--- src/rtl/counter_pkg.sv ---
// Shared definitions for the wrapping up-counter: default width and the modular add used by the
// next-value logic.
package counter_pkg;

    localparam int unsigned COUNTER_DEFAULT_WIDTH = 4;

    // Wide enough for any WIDTH <= 32 plus one carry bit.
    typedef logic [32:0] wide_t;

    function automatic wide_t counter_wrap_add(wide_t value, wide_t step, wide_t modulus);
        wide_t sum;
        sum = value + step;
        if (sum >= modulus) begin
            sum = sum - modulus;
        end
        return sum;
    endfunction

endpackage

--- src/rtl/counter.sv ---
// Free-running up-counter that advances by STEP every clock and wraps modulo MODULUS.
// Reset is synchronous and active-high.
module counter
    import counter_pkg::*;
#(
    parameter int unsigned     WIDTH       = COUNTER_DEFAULT_WIDTH,
    parameter longint unsigned MODULUS     = 64'd1 << WIDTH,
    parameter longint unsigned RESET_VALUE = 64'd0,
    parameter longint unsigned STEP        = 64'd1
) (
    input  logic             clk,
    input  logic             reset,
    output logic [WIDTH-1:0] count
);

    if (WIDTH < 1 || WIDTH > 32) begin : g_bad_width
        $error("counter: WIDTH must be in 1..32");
    end
    if (MODULUS < 2 || MODULUS > (64'd1 << WIDTH)) begin : g_bad_modulus
        $error("counter: MODULUS must be in 2..2**WIDTH");
    end
    if (RESET_VALUE >= MODULUS) begin : g_bad_reset_value
        $error("counter: RESET_VALUE must be below MODULUS");
    end
    if (STEP < 1 || STEP >= MODULUS) begin : g_bad_step
        $error("counter: STEP must be in 1..MODULUS-1");
    end

    logic [WIDTH-1:0] count_q, count_d;

    // Sum is formed one bit wider than the count so non-power-of-two moduli wrap exactly.
    always_comb begin
        count_d = WIDTH'(counter_wrap_add(wide_t'(count_q), wide_t'(STEP), wide_t'(MODULUS)));
    end

    always_ff @(posedge clk) begin
        if (reset) begin
            count_q <= WIDTH'(RESET_VALUE);
        end else begin
            count_q <= count_d;
        end
    end

    assign count = count_q;

endmodule

--- config.mk ---
export PLATFORM = sky130hd
export DESIGN_NAME = counter
export DESIGN_NICKNAME = d
export VERILOG_FILES = /design/src/rtl/counter_pkg.sv /design/src/rtl/counter.sv
export SDC_FILE = /design/constraint.sdc
export NUM_CORES = 1
export LEC_CHECK = 0
export ABC_AREA = 1
export CORE_AREA = 2 2 39 41
export DETAILED_ROUTE_END_ITERATION = 7
export DIE_AREA = 0 0 41 43
export PLACE_DENSITY = 0.39
export REMOVE_ABC_BUFFERS = 1
export SLEW_MARGIN = 20
export SYNTH_ARGS = -nofsm -noshare
export SYNTH_HDL_FRONTEND = slang
export SYNTH_SLANG_ARGS = --single-unit
--- constraint.sdc ---
create_clock -name clk -period 1.05 [get_ports clk]
set_input_delay 0.21 -clock clk [delete_from_list [all_inputs] [get_ports clk]]
set_output_delay 0.21 -clock clk [all_outputs]
set_load 0.1 [all_outputs]
# --- Word level (Yosys, flattened, before mapping) ---
# Index checks and enable logic that the tools add are counted.
# W data, S select, Z words.
totals:
  ff_bits: 4
  input_bits: 2
  output_inout_bits: 4
  wordCells: 5
op_classes:
  addsub: 2
  magnitude_cmp: 1
  n_mux: 1
op_table:
  columns: ["operator", "count"]
  rows:
  - ["$add A4 B1 Y5 const B", 1]
  - ["$ge A5 B5 Y1 const B", 1]
  - ["$mux W4", 1]
  - ["$sub A4 B1 Y4 const B", 1]

# --- Depth between registers and ports, before layout ---
logic_depth:
  word_depth: 3
  mapped_depth: 4

# --- Worst setup path before layout ---
# OpenSTA, ideal clock, no wires.
synth_path:
  kind: "reg-to-reg"
  start: "register count_q[0], in the netlist count[0]"
  end: "register count_q[2], in the netlist count[2]"
  arrival_ps: 1414
  t_required_ps: 932
  slack_ps: -482
  stages_incl_launch_ff: 4
  path_buffers: 0
  period_less_slack_ps: 1532
  path_cell_list: "dfxtp_1 > ha_1 > xnor2_1 > nor2_1"
synth_via:
  elab_chain_cells: 3
synth_rtl:
  columns: ["element", "line", "rtl"]
  rows:
  - ["start: declaration", "counter.sv:29", "logic [WIDTH-1:0] count_q, count_d;"]
  - ["start signal: assignment", "counter.sv:38", "count_q <= WIDTH'(RESET_VALUE);"]
  - ["start signal: assignment", "counter.sv:40", "count_q <= count_d;"]
  - ["$add A4 B1 Y5 *", "counter_pkg.sv:12", "sum = value + step;"]
  - ["$sub A4 B1 Y4 / $ge A5 B5 Y1 (equally long branches)", "counter_pkg.sv:14, counter_pkg.sv:13", null]
  - ["$mux W4 *", "counter_pkg.sv:13", "if (sum >= modulus) begin"]
# Mark *: on every way between the ends. The rest lies on a longest branch, timed or not.
# A chain may end at the register's enable or synchronous reset.

# --- Worst setup path after layout ---
layout_path:
  start: "register count_q[0], in the netlist count[0]"
  end: "output count[0]"
layout_lines:
  columns: ["element", "line", "rtl"]
  rows:
  - ["end: declaration", "counter.sv:13", "output logic [WIDTH-1:0] count"]
# No word-level cell between the ends.

==> impl_metrics.csv <==
group,metric,value,unit
outcome,status,"complete, no violations",
global_routing,grt_first_pass_wirelength,476,microns
routing,drcViolationCount,0,
floorplanning,core.rowCount,14,
floorplanning,start_util,10.4,%
finish,drive_gt1_share,40.0,%
timing,rsz0062_at_grt,"no",
routing,ant_nets,0,
placed_design,gp_congestion,0.542,
power_and_ir_drop,seq_power_share,36.2,%
clocking,clkTransAtPathRegs,0.03,ns
finish,area.growth.synth_to_final,94.8,%
global_routing,grt_pass1_vias,131,
finish,largest_register_ffs,4,
routing,firstDrtPassIters,2,
critical_path,r2r-start,"count[0]$_SDFF_PP0_",
routing,postRouteWirelength,282,microns
clocking,h-tree-depth,1,
logic_synthesis,synth-main-ff-cell,"dfxtp_1",
routing,via_count,133,
timing,tightest_slew,0.126,ns
power_and_ir_drop,switchingPower,156,uW
placed_design,placed_cells_incl_taps,38,
hold_path,hold_class,"flip-flop to flip-flop",
power_and_ir_drop,pwr_density_cell,1770,mW/mm^2
floorplanning,die_area,0.00176,sq mm
floorplanning,io_pins,6,
power_and_ir_drop,leakage,0.000124,uW
critical_path,rrSetupSlack,0.17,ns
global_routing,overflow,0,
finish,diodes,0,
logic_synthesis,synthArstFlopShare,0,%
power_and_ir_drop,clock_power_share,37.2,%
timing,post-route-min-period,0.995,ns
logic_synthesis,seq_area_frac_synth,55.7,%
clocking,numCtsBuffers,3,
finish,nets,30,
logic_synthesis,synth-seq-cells,4,
critical_path,worstPathRequired,0.84,ns
clocking,ctsHoldBuffers,0,
timing,slew_headroom,91.5,%
logic_synthesis,synth_area_leaders,"dfxtp_1 (56%), nor2_1 (13%), ha_1 (8.7%)",
clocking,clockBufferDepth,2,
critical_path,r2r_cells,3,
logic_synthesis,synth_common_cells,"nor2_1 (5), dfxtp_1 (4), inv_1 (3)",
logic_synthesis,synth.distinct_cells,7,
critical_path,worstPathCellList,"buf_12",
logic_synthesis,syn_area_per_cell,8.46,sq um
floorplanning,fp.dieH,43,microns
critical_path,start_kind,"flip-flop",
flow_run,maxCapViolations,0,
critical_path,worstPathMaxFanout,4,
global_routing,grt_usage,4.62,%
hold_path,hold_start,"count[0]$_SDFF_PP0_",
clocking,cts-root-buf,"clkbuf_4",
timing,finalSetupViolCount,0,
power_and_ir_drop,combPwrFrac,26.6,%
routing,route.detailed.wl_per_inst,6.88,microns
timing,slew_viol_final,0,
logic_synthesis,yosysTopAreaCell,"dfxtp_1",
critical_path,critPathBufInv,1,
critical_path,slowest_stage,"dfxtp_2",
finish,stdcell_count,41,
power_and_ir_drop,irDropWorstVdd,0.504,mV
placed_design,io_buffers,5,
critical_path,crit_path_max_incr_delay,0.37,ns
floorplanning,die-width,41,microns
critical_path,cpLargestDelayFamily,"flip-flops",
timing,fin_crit_sh,94.8,%
logic_synthesis,yosys_warnings,0,
global_routing,grt_max_degree,5,
hold_path,hold_path_end,"count[0]$_SDFF_PP0_",
clocking,insertion_delay,0.23,ns
timing,final-hold-violation-count,0,
timing,clock.fmax,1000,MHz
critical_path,arrival,0.79,ns
power_and_ir_drop,p_sw_share,31.4,%
clocking,clock_sinks,4,
critical_path,rr_endpoint,"count[2]$_SDFF_PP0_",
critical_path,cp-end-kind,"output pin",
critical_path,critPathKind,"flip-flop to output pin",
global_routing,antenna_found_initial,0,
logic_synthesis,synth-edff-count,0,
timing,fin_setup_tns,0,ns
power_and_ir_drop,intPower,340,uW
logic_synthesis,netlist_instances,17,
logic_synthesis,synth_area,144,sq um
hold_path,hold_depth,1,
floorplanning,core,0.00138,sq mm
timing,finalClockSkew,0.00181,ns
clocking,cts_tree,"built",
routing,viasPerCell,3.24,
logic_synthesis,yosysTopAreaCellShare,55.7,%
routing,dr.first_iter.drc_count,1,
logic_synthesis,synth.most_common_cell,"nor2_1",
-- power groups by stage --
stage,Clock [uW],Combinational [uW],Sequential (uW)
final,184,132,180
after global routing,198,138,182
after CTS,196,133,180
after detailed placement,0,132,180
after global placement,0,131,179
after floorplan,0,14.2,243
-- cells by family after synthesis --
group	Yosys count	synth area share, %
AND/OR/NAND/NOR	8	21.7
flip-flops	4	55.7
buffers and inverters	3	7.83
XOR/XNOR	1	6.09
adder cells (fa/ha/maj)	1	8.69
-- placed cells by master, fill, tap and decap left out, drive strengths merged --
cell           instances
ha                     1
nand3                  1
inv                    3
clkdlybuf4s50          1
clkbuf                 3
nand2                  2
buf                    4
dfxtp                  4
nor2                   5
xnor2                  1
-- layer usage --
metal | GRT usage (%) | wire length, microns | vias up
li1 | - | - | 67
met1 | 3.87 | 119 | 60
met2 | 5.94 | 129 | 6
met3 | 4.71 | 33 | 0
met4 | 4.00 | 0 | 0
met5 | 0 | 0 | -
-- worst max-delay path by stage --
stage	startpoint	end	slack, ns	depth (start not counted)
after CTS	count[3]$_SDFF_PP0_	count[3]	0.04	1
final	count[0]$_SDFF_PP0_	count[0]	0.05	1
after global placement	reset	count[3]$_SDFF_PP0_	0.07	4
after detailed placement	reset	count[3]$_SDFF_PP0_	0.06	4
after global routing	count[2]$_SDFF_PP0_	count[2]	0.03	1
after floorplan	count[0]$_SDFF_PP0_	count[2]$_SDFF_PP0_	-0.48	3
-- final cells by class --
| type | count | area, sq um |
|---|---|---|
| Sequential cell | 4 | 83.8 |
| Fill cell | 150 | 1100 |
| Inverter | 3 | 11.3 |
| Timing Repair Buffer | 5 | 90.1 |
| Clock buffer | 3 | 22.5 |
| Multi-Input combinational cell | 10 | 52.6 |
| Tap cell | 16 | 20.0 |
-- what timing repair did --
action	4_1_cts	5_1_grt
gates resized for setup	3	0
endpoints found under the setup margin	3	0
hold endpoints to repair	0	0
setup buffers	0	0
-- metrics by stage --
step	cell area [sq um]	utilization, %	total power, uW	worst slack, ns	hold WS [ns]
global route	280	20.3	519	0.0259	0.486
floorplan	144	-	258	-0.482	0.277
CTS	280	20.3	509	0.0412	0.471
detailed placement	254	18.4	313	0.0646	0.493
global placement	254	18.4	310	0.0736	0.481
finish	280	20.3	496	0.0548	0.469
No activity file was read; power rests on OpenSTA's default activity.
